### config.mk
export PLATFORM = sky130hd
export DESIGN_NAME = adder_share_ctrl
export DESIGN_NICKNAME = d
export VERILOG_FILES = /design/src/rtl/adder_share_pkg.sv /design/src/rtl/adder_share_ctrl_rr_arb2.sv /design/src/rtl/adder_share_ctrl.sv
export SDC_FILE = /design/constraint.sdc
export NUM_CORES = 1
export LEC_CHECK = 0
export ABC_AREA = 1
export BUFFER_PORTS_ARGS = -buffer_cell sky130_fd_sc_hd__clkbuf_2
export CELL_PAD_IN_SITES_DETAIL_PLACEMENT = 1
export CELL_PAD_IN_SITES_GLOBAL_PLACEMENT = 1
export CORE_ASPECT_RATIO = 0.9
export CORE_MARGIN = 8
export CORE_UTILIZATION = 34
export DETAILED_ROUTE_END_ITERATION = 8
export GPL_TIMING_DRIVEN = 1
export MAX_ROUTING_LAYER = met4
export PLACE_DENSITY = 0.83
export SLEW_MARGIN = 10
export SYNTH_ARGS = -nofsm -noshare
export SYNTH_HDL_FRONTEND = slang
export SYNTH_SLANG_ARGS = --single-unit
### constraint.sdc
create_clock -name refclk -period 3.2 [get_ports refclk]
set_input_delay 0.64 -clock refclk [delete_from_list [all_inputs] [get_ports refclk]]
set_output_delay 0.64 -clock refclk [all_outputs]
set_load 0.005 [all_outputs]
### src/rtl/adder_share_pkg.sv
// Shared types, constants and helpers for the shared-adder controller.
package adder_share_pkg;

  localparam int WIDTH_DEF = 32;

  typedef enum logic {
    WAIT_LOCK = 1'b0,
    RUN       = 1'b1
  } state_t;

  localparam logic [WIDTH_DEF-1:0] SAT_POS = 32'h7FFF_FFFF;
  localparam logic [WIDTH_DEF-1:0] SAT_NEG = 32'h8000_0000;

  // Two's-complement add overflows when like-signed operands give an unlike-signed sum.
  function automatic logic add_ovf(input logic a_msb, input logic b_msb, input logic s_msb);
    return (a_msb == b_msb) && (s_msb != a_msb);
  endfunction

endpackage

### src/rtl/adder_share_ctrl_rr_arb2.sv
// Two-way round-robin arbiter; the favoured port flips only when both request.
module rr_arb2 (
  input  logic       gclk,
  input  logic       rst,
  input  logic [1:0] req,
  input  logic       enable,
  output logic [1:0] gnt
);

  logic ptr_q;

  always_comb begin
    gnt = 2'b00;
    if (enable) begin
      case (req)
        2'b01:   gnt = 2'b01;
        2'b10:   gnt = 2'b10;
        2'b11:   gnt = ptr_q ? 2'b10 : 2'b01;
        default: gnt = 2'b00;
      endcase
    end
  end

  always_ff @(posedge gclk) begin
    if (rst)                   ptr_q <= 1'b0;
    else if (enable && &req)   ptr_q <= ~ptr_q;
  end

endmodule

### src/rtl/adder_share_ctrl.sv
// Two-port shared signed adder gated on PLL lock, one result register deep.
// Define ADDER_SAT_EN to clamp overflowed sums instead of wrapping.
module adder_share_ctrl
  import adder_share_pkg::*;
#(
  parameter int WIDTH       = WIDTH_DEF,
  parameter int LOCK_STABLE = 8,
  parameter int CNT_W       = 16
) (
  input  logic             refclk,
  input  logic             rst,
  input  logic             locked,
  input  logic             req0_valid,
  output logic             req0_ready,
  input  logic [WIDTH-1:0] req0_a,
  input  logic [WIDTH-1:0] req0_b,
  input  logic             req1_valid,
  output logic             req1_ready,
  input  logic [WIDTH-1:0] req1_a,
  input  logic [WIDTH-1:0] req1_b,
  output logic             resp_valid,
  input  logic             resp_ready,
  output logic             resp_id,
  output logic [WIDTH-1:0] resp_sum,
  output logic             resp_of,
  output logic             run,
  output logic [CNT_W-1:0] of_count
);

  localparam int LW = $clog2(LOCK_STABLE + 1);

  typedef struct packed {
    logic             id;
    logic [WIDTH-1:0] sum;
    logic             of;
  } resp_t;

  state_t           state_q, state_d;
  logic [LW-1:0]    stab_q, stab_d;
  resp_t            resp_q, resp_d;
  logic             vld_q;
  logic [CNT_W-1:0] ofc_q;

  logic             slot_free, arb_en, accept;
  logic [1:0]       gnt;
  logic [WIDTH-1:0] op_a, op_b, raw_sum, sum_sel;
  logic             ovf;

  always_comb begin
    state_d = state_q;
    stab_d  = stab_q;
    case (state_q)
      WAIT_LOCK: begin
        if (!locked) begin
          stab_d = '0;
        end else if (stab_q == LW'(LOCK_STABLE - 1)) begin
          state_d = RUN;
          stab_d  = '0;
        end else begin
          stab_d = stab_q + 1'b1;
        end
      end
      RUN: begin
        if (!locked) begin
          state_d = WAIT_LOCK;
          stab_d  = '0;
        end
      end
      default: state_d = WAIT_LOCK;
    endcase
  end

  // A held result blocks new grants unless it leaves this same cycle.
  assign slot_free = !vld_q || resp_ready;
  assign arb_en    = (state_q == RUN) && locked && slot_free;

  rr_arb2 u_arb (
    .gclk   (refclk),
    .rst    (rst),
    .req    ({req1_valid, req0_valid}),
    .enable (arb_en),
    .gnt    (gnt)
  );

  assign req0_ready = gnt[0];
  assign req1_ready = gnt[1];
  assign accept     = |gnt;

  assign op_a    = gnt[1] ? req1_a : req0_a;
  assign op_b    = gnt[1] ? req1_b : req0_b;
  assign raw_sum = op_a + op_b;
  assign ovf     = add_ovf(op_a[WIDTH-1], op_b[WIDTH-1], raw_sum[WIDTH-1]);

`ifdef ADDER_SAT_EN
  localparam logic [WIDTH-1:0] SAT_P = {1'b0, {(WIDTH-1){1'b1}}};
  localparam logic [WIDTH-1:0] SAT_N = {1'b1, {(WIDTH-1){1'b0}}};
  assign sum_sel = ovf ? (op_a[WIDTH-1] ? SAT_N : SAT_P) : raw_sum;
`else
  assign sum_sel = raw_sum;
`endif

  assign resp_d = '{id: gnt[1], sum: sum_sel, of: ovf};

  always_ff @(posedge refclk) begin
    if (rst) begin
      state_q <= WAIT_LOCK;
      stab_q  <= '0;
      vld_q   <= 1'b0;
      resp_q  <= '0;
      ofc_q   <= '0;
    end else begin
      state_q <= state_d;
      stab_q  <= stab_d;
      if (vld_q && resp_ready && resp_q.of && (ofc_q != '1))
        ofc_q <= ofc_q + 1'b1;
      // Losing lock drops an undelivered result rather than presenting it later.
      if ((state_q == RUN) && !locked) begin
        vld_q <= 1'b0;
      end else if (accept) begin
        vld_q  <= 1'b1;
        resp_q <= resp_d;
      end else if (resp_ready) begin
        vld_q <= 1'b0;
      end
    end
  end

  assign resp_valid = vld_q;
  assign resp_id    = resp_q.id;
  assign resp_sum   = resp_q.sum;
  assign resp_of    = resp_q.of;
  assign run        = (state_q == RUN);
  assign of_count   = ofc_q;

endmodule

==> results of run 1 <==
registers in the layout, summed over array words and instances (netlist names):
signal and cells:
resp_id 1, run 1, u_arb.ptr_q 1, resp_of 1, resp_valid 1, of_count 16, stab_q 4, resp_sum 32
cell type report:
type	count	area (µm²)
Multi-Input combinational cell	781	3710
Clock inverter	3	40.0
Fill cell	2381	9060
Clock buffer	12	256
Inverter	173	657
Timing Repair Buffer	201	1070
Sequential cell	57	1140
Tap cell	207	259
logic make-up after synthesis:
| kind of cell | after synthesis | share of synthesized area |
|---|---|---|
| AND/OR/NAND/NOR | 625 | 0.439 |
| buffers and inverters | 199 | 0.142 |
| AO/OA/AOI/OAI | 101 | 0.108 |
| flip-flops | 57 | 0.202 |
| adder cells (fa/ha/maj) | 34 | 0.0766 |
| XOR/XNOR | 21 | 0.0326 |
routing by layer:
metal  part of all wire  vias to the layer above  GRT usage
met1               0.49                     3129      0.257
met5                  0                        -          -
met2               0.46                      172      0.335
met3              0.037                       21     0.0257
li1                   -                     3520          -
met4              0.014                        0     0.0406
synthesized netlist by cell type:
cell type                     n  share of area
sky130_fd_sc_hd__nor4_1       1         0.0011
sky130_fd_sc_hd__nand4_1      3         0.0033
sky130_fd_sc_hd__a21oi_4      2         0.0058
sky130_fd_sc_hd__o211ai_1     2         0.0027
sky130_fd_sc_hd__clkinv_4     1         0.0016
sky130_fd_sc_hd__a21boi_2     1         0.0020
sky130_fd_sc_hd__inv_4        1         0.0011
sky130_fd_sc_hd__nand2_1    489           0.32
sky130_fd_sc_hd__buf_6        4         0.0080
sky130_fd_sc_hd__nor2_1      62          0.041
sky130_fd_sc_hd__nor2_8       1         0.0035
sky130_fd_sc_hd__nor3b_1      1         0.0013
sky130_fd_sc_hd__xnor2_1      6         0.0093
sky130_fd_sc_hd__nand2_2      2         0.0022
sky130_fd_sc_hd__nor3_1       6         0.0053
sky130_fd_sc_hd__ha_1        33          0.073
sky130_fd_sc_hd__inv_1      168           0.11
sky130_fd_sc_hd__buf_1        1        0.00066
sky130_fd_sc_hd__dfxtp_1     57           0.20
sky130_fd_sc_hd__inv_2        3         0.0020
sky130_fd_sc_hd__and3_1       3         0.0033
sky130_fd_sc_hd__a2bb2oi_1    1         0.0016
sky130_fd_sc_hd__a21oi_1     46          0.041
sky130_fd_sc_hd__buf_4        2         0.0027
sky130_fd_sc_hd__fa_1         1         0.0035
sky130_fd_sc_hd__buf_2        9         0.0080
sky130_fd_sc_hd__xor2_1      15          0.023
sky130_fd_sc_hd__nand3b_1     4         0.0053
sky130_fd_sc_hd__nand3_1     52          0.046
sky130_fd_sc_hd__o21ai_1     10         0.0089
sky130_fd_sc_hd__a21o_1       1         0.0013
sky130_fd_sc_hd__o21ai_0     12          0.011
sky130_fd_sc_hd__clkbuf_1    10         0.0066
sky130_fd_sc_hd__o21bai_1     1         0.0013
sky130_fd_sc_hd__o21a_1      25          0.033
sky130_fd_sc_hd__and2_1       1         0.0011
power breakdown:
part	switching, mW	internal [mW]
clock network	0.337	0.637
logic	0.375	0.230
registers	0.00130	0.712
worst min-delay path, cell delays in order, from the launching register on:
cell and delay, ps:
sky130_fd_sc_hd__dfxtp_1 310, sky130_fd_sc_hd__nand2_1 60, sky130_fd_sc_hd__a21oi_1 50
worst paths after layout:
check             cells after the start                         to
hold / removal                        2   resp_sum[1]$_SDFFE_PP0P_
setup reg to reg                     20  resp_sum[24]$_SDFFE_PP0P_
setup / recovery                     21  resp_sum[24]$_SDFFE_PP0P_
hold reg to reg                       2   resp_sum[1]$_SDFFE_PP0P_
==> summary.md, run 1 <==
The flow ran to the end, and the final reports show no timing, DRC or antenna violations. Of all nets on the critical path, the largest fanout is 51. After detailed routing, the average wire length per cell comes to 14.6 µm.

Number of antenna violations at the first check in global routing: 0. The number of global-route vias before repair came out at 7,174. The number of buffers and inverters on the critical path works out to 3.

Proportion of synthesized chip area in sequential cells: 0.202. Leakage power total: 4.40 nW. The logs give 277 for the number of violations reported at the end of detailed-routing iteration 0 and 0 for the number of DRC violations after detailed routing. Setup violations remaining at the end of the flow were counted as 0.

The worst setup path is captured at a flip-flop. Counting tap cells, the placed design contains a total of 1,419 instances. Number of sinks handled by clock tree synthesis: 57. The final weighted congestion in routability-driven placement is 0.903.

The horizontal die dimension was 152 µm. After synthesis, the netlist uses 36 different library cells. The clock tree synthesis step divided the H-tree into 3 levels.

After technology mapping, the gate count stands at 1,037. Among the stages of the critical path, the cell type that occurs most often is sky130_fd_sc_hd__nand2_1. The final critical-path share of the clock period was 0.938; the number of iterations in the first detailed-routing pass was 7.

The actual transition at the worst max-transition pin is 479 ps. The max capacitance violation total is 0. On the critical path, the stage with the largest delay is an instance of sky130_fd_sc_hd__fa_1. The clock arrives with 7.13 ps of skew. After synthesis, the mean cell area works out to 5.45 µm².

The signal on the critical path passes through clkbuf_2, nand2_1, a21oi_4, nand2_2, buf_12, nand2_1, nand2_1, ha_1, fa_1, nand3_1, nand3_1, nand2_1, nand2_1, nand2_1, nand2_1, nand2_1, nand2_1, nand2_1, nand3_1, nand2_1, inv_1. The number of antenna-violating nets in the routed design is 0. The largest single stage delay on the critical path is 440 ps. The worst setup path is of the in2reg kind. The buffer type at the clock tree root was sky130_fd_sc_hd__clkbuf_16.

TritonCTS built the clock tree. Entering global routing, the biggest net connects 54 pins. Setup repair after global routing left no endpoint under its margin. For the area of the core region, the log shows 16,200 µm². The number of max-slew violations in the final report came out at 0. The global-route wire length before repair was 34.7 mm. The half-perimeter wire length after detailed placement came out at 17.5 mm. The total wire length was 20.9 mm.

The tools report the worst endpoint required time as 3420 ps. The completed layout was analyzed and its total power is 2.29 mW. The floorplan has 44 rows. The tools report the internal reg-to-reg setup slack as 240 ps.

After the last flow step, the layout net total stands at 1,391. The most critical setup path has its startpoint at locked. The library cells used most frequently in the layout, excluding fill and tap cells, are 488 x sky130_fd_sc_hd__nand2_1, 187 x sky130_fd_sc_hd__clkbuf_2, 168 x sky130_fd_sc_hd__inv_1. The clock transition at the register clock pins on the worst setup and hold paths after CTS is 50 ps.

In this run, post-CTS repair resized a total of 0 instances. The placement-stage worst setup slack came out at -145 ps. Most common library cell in the layout ignoring fill and taps: sky130_fd_sc_hd__nand2_1.

The via total after detailed routing was 6,842. The finished layout holds 1,434 standard cells, fillers aside. Synthesis inferred 57 register bits. Dividing total power by cell area gives a power density of 322 nW/µm².

The run gives 0.680 as the worst relative slew slack. The number of nets in the synthesized netlist is 1,205. The number of diodes added for antenna fixing is 0. IR analysis of the VDD net gives a maximum drop of 272 µV.

Using the TritonRoute via totals, the vias-per-cell ratio works out to 4.77. Cell type group with the largest total delay on the critical path: simple AND/OR/NAND/NOR gates. The buffer count from post-CTS setup fixing was 0; the overall routing resource usage was 0.201. With fillers left out, the area of the finished cells amounts to 7130 µm². The area of placed instances was 6830 µm². The area added between synthesis and finish is 26.2%. The die height is 138 µm, and the smallest setup slack after layout is 198 ps.

The total of hold buffers inserted after clock tree synthesis was 0. The tools report the source of the worst register-to-register timing path as run$_SDFF_PP0_. The total negative slack for setup checks was 0 ps; the data arrival at the endpoint of the critical path was 3230 ps.

The maximum buffer depth of the clock tree was 2. On the final layout, the worst hold slack is 472 ps. The mapped netlist covers 5650 µm². For the fmax, the log shows 333 MHz.

During synthesis, Yosys emitted a total of 0 warnings. The number of buffers created by CTS is 9, and the layout cell share with drive strength beyond 1 is 0.185. The starting density of the core was 0.349.

Port buffering added 187 buffers. The startpoint identified for the worst hold timing path is resp_sum[1]$_SDFFE_PP0P_. The worst path needs 3000 ps of the cycle, external delays included.

Final number of hold-violating endpoints: 0. The type of the tightest min-delay check is reg2reg. Global routing finished with a remaining overflow of 0.

At the later pin of the worst-skew pair, clock insertion delay measures 330 ps. For the fraction of the core area covered by cells at the end of the flow, the log shows 0.440. The number of placed I/O pins came out at 188. The worst setup path is launched from an input port. For the floorplan die area, the log shows 21,000 µm².
(Power assumes the default switching activity.)
==> run 2, diff against run 1 <==
ABC_AREA = default   (was 1)
PLACE_DENSITY = 0.82   (was 0.83)
==> summary.md, run 2 <==
The most common library cell in the layout ignoring fill and taps is sky130_fd_sc_hd__nand2_1. The number of iterations in the first detailed-routing pass was 5 (-2). The area of placed instances is 6820 µm² (-0.20%).

Shortest period the worst path allows: 3330 ps (+330 ps). The number of antenna violations at the first check in global routing came out at 0 (unchanged). The tools report the buffer type at the clock tree root as sky130_fd_sc_hd__clkbuf_16.

In the synthesized netlist, the cells that appear most often are 243 x sky130_fd_sc_hd__nand2_1, 57 x sky130_fd_sc_hd__dfxtp_1, 54 x sky130_fd_sc_hd__nor2_1. The switching power total was 781 µW (+9.5%). The run gives 0.333 (+0.069) as the part of the total power dissipated in combinational logic. The floorplan die area is 18,300 µm² (-13%). TritonCTS built the clock tree. The final weighted congestion in routability-driven placement is 0.904 (about the same), and the per-cell via count in the routed design is 5.51 (+15%).

The internal reg-to-reg setup slack is -90 ps (-330 ps). Most area-hungry cell type in the Yosys netlist: sky130_fd_sc_hd__dfxtp_1. STA classifies the critical path endpoint as a flip-flop. The largest driver fanout on the critical path is 6 (-88%), and the number of max-slew violations in the final report is 0 (unchanged).

Total wire length: 24.6 mm (+17%). The tools report the startpoint type of the worst setup path as an input port. The run gives 0 (unchanged) as the total of warnings raised by yosys. The cell area after synthesis is 4850 µm² (-14%), and the count of port buffers added during placement is 187 (unchanged). The logs give 15.9 mm (-9.5%) for the half-perimeter wire length after detailed placement and 7850 µm² (+10%) for the final design instance area without fill.

For the number of diodes added for antenna fixing, the log shows 0 (unchanged). For the number of nets in the layout, the log shows 1,183 (-15%). The run gives 6,516 (-9.2%) as the number of global-route vias before repair. In this run the critical register-to-register path is launched from run$_SDFF_PP0_. The insertion delay of the later-clocked pin in the worst-skew pair is 320 ps (about the same).

Level count of the clock H-tree: 3 (unchanged). The number of DRC violations after detailed routing was 0 (unchanged); the proportion of netlist area held by the largest area contributor was 0.235 (-0.0896). The pin count of the biggest net entering global routing is 35 (-35%).

Fraction of registers with async set or reset after synthesis: 0 (unchanged). The path class of the tightest hold or removal check is reg2reg. For the filler cell count, the log shows 1,814 (-24%). The die height works out to 129 µm (-6.5%). The fraction of the core area covered by cells at the end of the flow came out at 0.560 (+0.120). Ranked by total cell area, the synthesized netlist is headed by sky130_fd_sc_hd__dfxtp_1 24%, sky130_fd_sc_hd__nand2_1 19%, sky130_fd_sc_hd__ha_1 8.5%. The total of endpoints with negative setup slack in the final report was 7 (+7); the register bit total from synthesis was 57 (unchanged). In the synthesized netlist the dominant register cell turns out to be sky130_fd_sc_hd__dfxtp_1.

The tools report the number of placed I/O pins as 188 (unchanged). Setup repair after global routing could not meet its margin everywhere. The max capacitance violation total is 0 (unchanged).

Multi-input logic area: 3980 µm² (+7.3%). The final number of hold-violating endpoints is 0 (unchanged). Area of all sequential standard cells: 1140 µm² (unchanged). The total power was 2.53 mW (+10%).

The tools report the total instance count after detailed placement as 1,178 (-17%). The number of enable flip-flop cells after synthesis is 0 (unchanged), and the number of flip-flops under the largest register name is 32 (unchanged). The total congestion overflow after global routing was 0 (unchanged); the starting density of the core was 0.346 (-0.00282).

The run gives 250 µV (-8.1%) as the maximum resistive drop on vdd. The run gives 41 (-6.8%) as the number of placement rows. The logs give 14,000 µm² (-13%) for the area of the core region and 31.3 mm (-9.6%) for the global-route wire length before repair. The fmax is 300 MHz (-9.9%). The leakage power total was 3.76 nW (-15%); the maximum buffer depth of the clock tree was 2 (unchanged). The sequential power share is 0.282 (-0.029).

The final critical-path share of the clock period is 1.04 (+0.103). For the clock tree skew after final layout, the log shows 6.25 ps (-0.877 ps). The flow ran to the end, but the final reports show violations.

The number of sinks handled by clock tree synthesis was 57 (unchanged). The data arrival at the endpoint of the critical path is 3530 ps (+300 ps), and the switching fraction of total power is 0.309 (-0.00241). The layout cell share with drive strength beyond 1 is 0.418 (+0.233), and the worst endpoint required time is 3400 ps (-20 ps).

The average instance area after synthesis is 6.72 µm² (+23%), and the actual transition at the worst max-transition pin is 857 ps (+377 ps). For the worst hold slack, the log shows 451 ps (-21.0 ps). The checks that failed: setup timing. The overall routing resource usage came out at 0.213 (+0.0120). For the via total after detailed routing, the log shows 6,674 (-2.5%).

The clock transition at the register clock pins on the worst setup and hold paths after CTS is 50 ps (about the same), and the proportion of synthesized chip area in sequential cells is 0.235 (+0.0333). The fraction of power consumed by the clock network is 0.385 (-0.040), and the number of violations reported at the end of detailed-routing iteration 0 is 396 (+43%). The worst relative slew slack is 0.427 (-0.254), and the number of instances in the synthesized netlist is 722 (-30%). The power density over the cells works out to 322 nW/µm² (+0.25%). The tools report the worst min-delay path endpoint as resp_sum[1]$_SDFFE_PP0P_. The most common cell in the synthesized netlist is sky130_fd_sc_hd__nand2_1. The horizontal die dimension works out to 142 µm (-6.6%). Number of nets in the synthesized netlist: 890 (-26%). In the layout the commonest cells are 227 x sky130_fd_sc_hd__nand2_1, 185 x sky130_fd_sc_hd__clkbuf_2, 117 x sky130_fd_sc_hd__buf_4. The routed wirelength normalized by instance count works out to 20.3 µm (+39%). In this run the critical register-to-register path is captured at resp_sum[30]$_SDFFE_PP0P_. The class of the most critical setup path is in2reg. The area growth from synthesis to layout is 61.8%. The number of antenna-violating nets in the routed design was 0 (unchanged); the smallest setup slack after layout was -132 ps (-330 ps). The run gives 1.75 mW (+11%) as the cell-internal power.

The startpoint of the tightest hold check path is resp_sum[1]$_SDFFE_PP0P_. Total of hold buffers inserted after clock tree synthesis: 0 (unchanged). The number of non-filler instances in the completed layout is 1,212 (-15%). The depth of the worst register-to-register path was 15 (-25%); the number of buffers created by CTS was 9 (unchanged). The tools report the count of unique library cells instantiated by Yosys as 65 (+81%).

The instance count along the most critical hold path came out at 2 (unchanged).
run 2: cell types whose count changed in the layout (fill, tap and decap cells not counted), sizes merged, moves of 10 or more:
cell   before  now
o21a       25    2
nor3        6   16
buf        14  129
a21o        1   16
nand2     491  243
nand4       3   14
nand3      52   15
xnor2       6   19
inv       172   12
run 2: how the worst max path moves through the flow:
stage	slack [ps]	to	from	cells after the start
2_1_floorplan	-80	resp_sum[20]$_SDFFE_PP0P_	locked	16
3_3_place_gp	-250	resp_sum[29]$_SDFFE_PP0P_	resp_ready	18
3_5_place_dp	-360	resp_sum[22]$_SDFFE_PP0P_	resp_ready	17
4_1_cts	10	resp_sum[29]$_SDFFE_PP0P_	resp_ready	18
5_1_grt	-260	resp_sum[10]$_SDFFE_PP0P_	resp_ready	17
6_report	-130	resp_sum[30]$_SDFFE_PP0P_	resp_ready	16
run 2: worst max-delay path, cell delays in order:
cell and delay (ps):
sky130_fd_sc_hd__buf_6 90, sky130_fd_sc_hd__nand2b_4 130, sky130_fd_sc_hd__and2_4 170, sky130_fd_sc_hd__nand3_4 120
sky130_fd_sc_hd__inv_6 80, sky130_fd_sc_hd__clkbuf_16 170, sky130_fd_sc_hd__nand2_1 80, sky130_fd_sc_hd__nand2_1 90
sky130_fd_sc_hd__ha_4 320, sky130_fd_sc_hd__and4_1 210, sky130_fd_sc_hd__and3_4 230, sky130_fd_sc_hd__o221ai_4 150
sky130_fd_sc_hd__a21o_4 270, sky130_fd_sc_hd__a2111oi_4 390, sky130_fd_sc_hd__mux2i_1 300, sky130_fd_sc_hd__nand2_1 90
run 2: logic make-up after synthesis:
kind of cell,Yosys count,share of synthesized area
AOI/OAI and AO/OA,154,0.216
xor gates and xnor gates,29,0.0524
adders and majority gates,34,0.0893
buffers and inverters,50,0.0408
DFF,57,0.235
muxes,8,0.0165
and+or+nand+nor,390,0.349
run 2: repair_timing:
action                     in CTS  in global routing
setup buffers                   0                 10
setup endpoints to repair       4                 18
pin swaps                       0                 42
gates cloned                    0                  9
resized for setup               2                 95
run 2: cell type report:
type / count / share of cell area
Tap cell: 193 / 0.0308
Clock buffer: 12 / 0.0327
Clock inverter: 3 / 0.00510
Inverter: 12 / 0.00638
Timing Repair Buffer: 320 / 0.273
Sequential cell: 57 / 0.145
Multi-Input combinational cell: 615 / 0.507
run 2: power groups by stage:
| stage | sequential [mW] | combinational, mW | clock, mW |
|---|---|---|---|
| final | 0.713 | 0.843 | 0.975 |
| after global placement | 0.728 | 0.670 | 0 |
| after global routing | 0.712 | 0.900 | 1.02 |
| after floorplan | 0.727 | 0.343 | 0 |
| after detailed placement | 0.728 | 0.688 | 0 |
| after CTS | 0.713 | 0.697 | 0.968 |
run 2: stage by stage:
| step | TNS [ps] | worst slack [ps] |
|---|---|---|
| 2_1_floorplan | -290 | -82.8 |
| 3_3_place_gp | -3240 | -248 |
| 3_5_place_dp | -5260 | -360 |
| 4_1_cts | 0 | 13.5 |
| 5_1_grt | -1790 | -261 |
| 6_report | -385 | -132 |
run 2: routing by layer:
layer | global-route usage | vias up | routed length, µm
met3 | 0.0316 | 89 | 1250
met4 | 0.0543 | 0 | 1170
met5 | - | - | 0
met2 | 0.365 | 287 | 11800
li1 | - | 3092 | -
met1 | 0.259 | 3206 | 10300
==> run 3, diff against run 2 <==
CORE_UTILIZATION = 31   (was 34)
PLACE_DENSITY = 0.78   (was 0.82)
clock period = 2.78 ns   (was 3.2 ns; I/O delays follow)
==> summary.md, run 3 (synthesized netlist as in run 2, its figures left out) <==
The flow ran to the end, but the final reports show violations. The final reports fail on setup timing. The run gives 7030 µm² (+3.1%) as the area of placed instances.

The final design instance area without fill was 7670 µm² (-2.2%). Power density over the cells: 388 nW/µm² (+20%). The source of the worst register-to-register timing path is run$_SDFF_PP0_. Startpoint of the tightest hold check path: resp_sum[3]$_SDFFE_PP0P_. Endpoint class of the critical path: a flip-flop. For the number of sinks handled by clock tree synthesis, the log shows 57 (unchanged). The logic depth of the worst setup path including buffers is 17 (+1). The largest driver fanout on the critical path works out to 30 (+24). The beginning of the critical path is resp_ready. The tools report the endpoint of the most critical register-to-register path as resp_sum[28]$_SDFFE_PP0P_. The logs give 0.499 (-0.0616) for the fraction of the core area covered by cells at the end of the flow and 0 (unchanged) for the number of diodes added for antenna fixing.

The total instance count after detailed placement was 1,199 (+1.8%). Total wire length: 21.5 mm (-13%). The pin count of the biggest net entering global routing came out at 37 (+5.7%).

The tools report the floorplan die area as 19,900 µm² (+8.5%). The number of buffers and inverters on the critical path is 4 (+1), and the number of violations reported at the end of detailed-routing iteration 0 is 235 (-41%). Layout cell share with drive strength beyond 1: 0.410 (-0.00785). The clock tree skew after final layout was 7.66 ps (+1.40 ps). Internal reg-to-reg setup slack: -270 ps (-180 ps). TritonCTS built the clock tree. The per-cell via count in the routed design works out to 5.20 (-5.6%). The clock transition at the register clock pins on the worst setup and hold paths after CTS was 50 ps (about the same). For the max capacitance violation total, the log shows 0 (unchanged). The number of flip-flops under the largest register name is 32 (unchanged). The area of the core region is 15,400 µm² (+9.9%).

The type of the tightest min-delay check is reg2reg. From synthesis to final layout, the design area changed by 58.3%. The horizontal die dimension is 148 µm (+4.2%). For the filler cell count, the log shows 1,993 (+9.9%). The via total after detailed routing was 6,344 (-4.9%); the routed wirelength normalized by instance count was 17.6 µm (-13%). The maximum single-stage delay on the critical path is 360 ps (-30 ps), and the count of port buffers added during placement is 187 (unchanged). For the number of placement rows, the log shows 43 (+4.9%). The run gives 0 (unchanged) as the total congestion overflow after global routing.

Level count of the clock H-tree: 3 (unchanged). Library cell contributing the largest single delay on the critical path: sky130_fd_sc_hd__or3_1. The logs give 17.1 mm (+7.8%) for the half-perimeter wire length after detailed placement and 0 (unchanged) for the number of antenna-violating nets in the routed design. Die height: 135 µm (+4.1%). Leakage power total: 3.71 nW (-1.2%). The maximum buffer depth of the clock tree came out at 2 (unchanged). The number of antenna violations at the first check in global routing was 0 (unchanged). The tools report the buffer type at the clock tree root as sky130_fd_sc_hd__clkbuf_16. The library cells used most frequently in the layout, excluding fill and tap cells, are 237 x sky130_fd_sc_hd__nand2_1, 187 x sky130_fd_sc_hd__clkbuf_2, 128 x sky130_fd_sc_hd__buf_4. Setup repair after global routing could not meet its margin everywhere.

Cell seen most often among critical-path stages: sky130_fd_sc_hd__nand2_1. The worst relative slew slack came out at 0.659 (+0.233). The tools report the capturing element of the worst setup path as resp_sum[31]$_SDFFE_PP0P_. The data arrival at the endpoint of the critical path is 3330 ps (-200 ps), and the number of placed I/O pins is 188 (unchanged).

Grouping stages by cell kind, the critical path spends the most delay in simple AND/OR/NAND/NOR gates. The final critical-path share of the clock period is 1.10. Leaving out fill and tap cells, the most frequent cell in the layout is sky130_fd_sc_hd__nand2_1. The total of hold buffers inserted after clock tree synthesis was 0 (unchanged); the number of max-slew violations in the final report was 0 (unchanged).

Worst hold slack: 454 ps (+2.74 ps). The worst setup path is launched from an input port. Final number of hold-violating endpoints: 0 (unchanged). Global-route wire length before repair: 34.6 mm (+10%). The run gives 1,221 (+0.74%) as the number of non-filler instances in the completed layout.

The maximum resistive drop on vdd is 330 µV (+32%). The worst setup path is of the in2reg kind. Counting I/O delays and the setup requirement, the final critical path takes 3060 ps.

The logs give 6,977 (+7.1%) for the number of global-route vias before repair and 0.218 (+0.00455) for the overall routing resource usage. The logs give 327 MHz for the fmax and 1,182 (-0.085%) for the number of nets in the layout. The smallest setup slack after layout was -283 ps (-151 ps).

The depth of the worst register-to-register path works out to 16 (+1). The number of buffers created by CTS was 9 (unchanged). The logs give 330 ps (about the same) for the insertion delay of the later-clocked pin in the worst-skew pair and 4 (-1) for the number of iterations in the first detailed-routing pass. The actual transition at the worst max-transition pin was 509 ps (-347 ps); the starting density of the core was 0.315 (-0.0311). Final weighted congestion in routability-driven placement: 0.901 (-0.30%). Traced cell by cell, the critical path runs through clkbuf_2, nand2b_4, and2_4, nand3_4, inv_2, buf_12, buf_4, nand2_1, nand2_1, ha_4, o21ai_1, o21ai_2, nand4_1, a21oi_2, o41ai_4, or3_1, nand3_1.

The total of endpoints with negative setup slack in the final report is 23 (+16), and the worst endpoint required time is 3050 ps (-350 ps). The number of DRC violations after detailed routing came out at 0 (unchanged).
-- run 3: cell count changes in the layout (fill, tap and decap cells not counted), moves of 2 or more --
cell / previous run / this run
sky130_fd_sc_hd__o21ai_0: 14 / 11
sky130_fd_sc_hd__a211oi_1: 3 / 5
sky130_fd_sc_hd__buf_4: 117 / 128
sky130_fd_sc_hd__nor3_2: 4 / 1
sky130_fd_sc_hd__nor3_1: 12 / 15
sky130_fd_sc_hd__clkbuf_16: 15 / 9
sky130_fd_sc_hd__nand2_4: 2 / 0
sky130_fd_sc_hd__dfxtp_1: 57 / 55
sky130_fd_sc_hd__ha_2: 1 / 3
sky130_fd_sc_hd__clkbuf_2: 185 / 187
sky130_fd_sc_hd__buf_6: 7 / 0
sky130_fd_sc_hd__nand2_2: 14 / 6
sky130_fd_sc_hd__dfxtp_2: 0 / 2
sky130_fd_sc_hd__nand2_1: 227 / 237
-- run 3: area by class of cell --
cell class,count,area (µm²),area share
clock buffer,11,253,0.0329
clock inverter,5,77.6,0.0101
inverter,12,45.0,0.00587
multi-input combinational,615,3930,0.512
sequential,57,1140,0.149
tap,202,253,0.0329
timing repair buffer,319,1980,0.258
-- run 3: report_power, final --
part           internal (mW)  leakage, nW  total [mW]  switching (mW)
logic                  0.464         3.09       0.938           0.474
registers              0.819        0.460       0.820         0.00133
clock network          0.829        0.162        1.22           0.392
total                   2.11         3.71        2.98           0.867
-- run 3: repair_timing --
action                                  in CTS  in global routing
gates resized for setup                     37                 27
buffers inserted                             3                  3
pin swaps                                   16                  6
endpoints found under the hold margin        0                  0
endpoints found under the setup margin      24                 27
-- run 3: worst min path at each step --
stage,endpoint,slack (ps),cells past startpoint
finish,resp_sum[3]$_SDFFE_PP0P_,450,2
global route,resp_sum[3]$_SDFFE_PP0P_,480,2
CTS,resp_sum[3]$_SDFFE_PP0P_,460,2
detailed placement,resp_sum[3]$_SDFFE_PP0P_,450,2
global placement,resp_sum[5]$_SDFFE_PP0P_,440,2
floorplan,resp_sum[25]$_SDFFE_PP0P_,440,2
-- run 3: routing by layer --
metal,track usage,share of wire
met5,-,0
met4,0.0713,0.023
met3,0.0288,0.038
met2,0.377,0.50
met1,0.258,0.44
-- run 3: tightest hold or removal path, delay by kind of cell, from the launching register on --
kind | cells | cell delay (ps)
AND/OR/NAND/NOR | 1 | 50
AO/OA/AOI/OAI | 1 | 50
flip-flops | 1 | 300
-- run 3: per-stage QoR --
step	power [mW]	setup slack, ps	setup TNS, ps
after CTS	2.95	-270	-3890
after global placement	1.65	-640	-11200
after floorplan	1.26	-390	-5040
final	2.98	-283	-4500
after detailed placement	1.67	-751	-13890
after global routing	3.12	-424	-8340
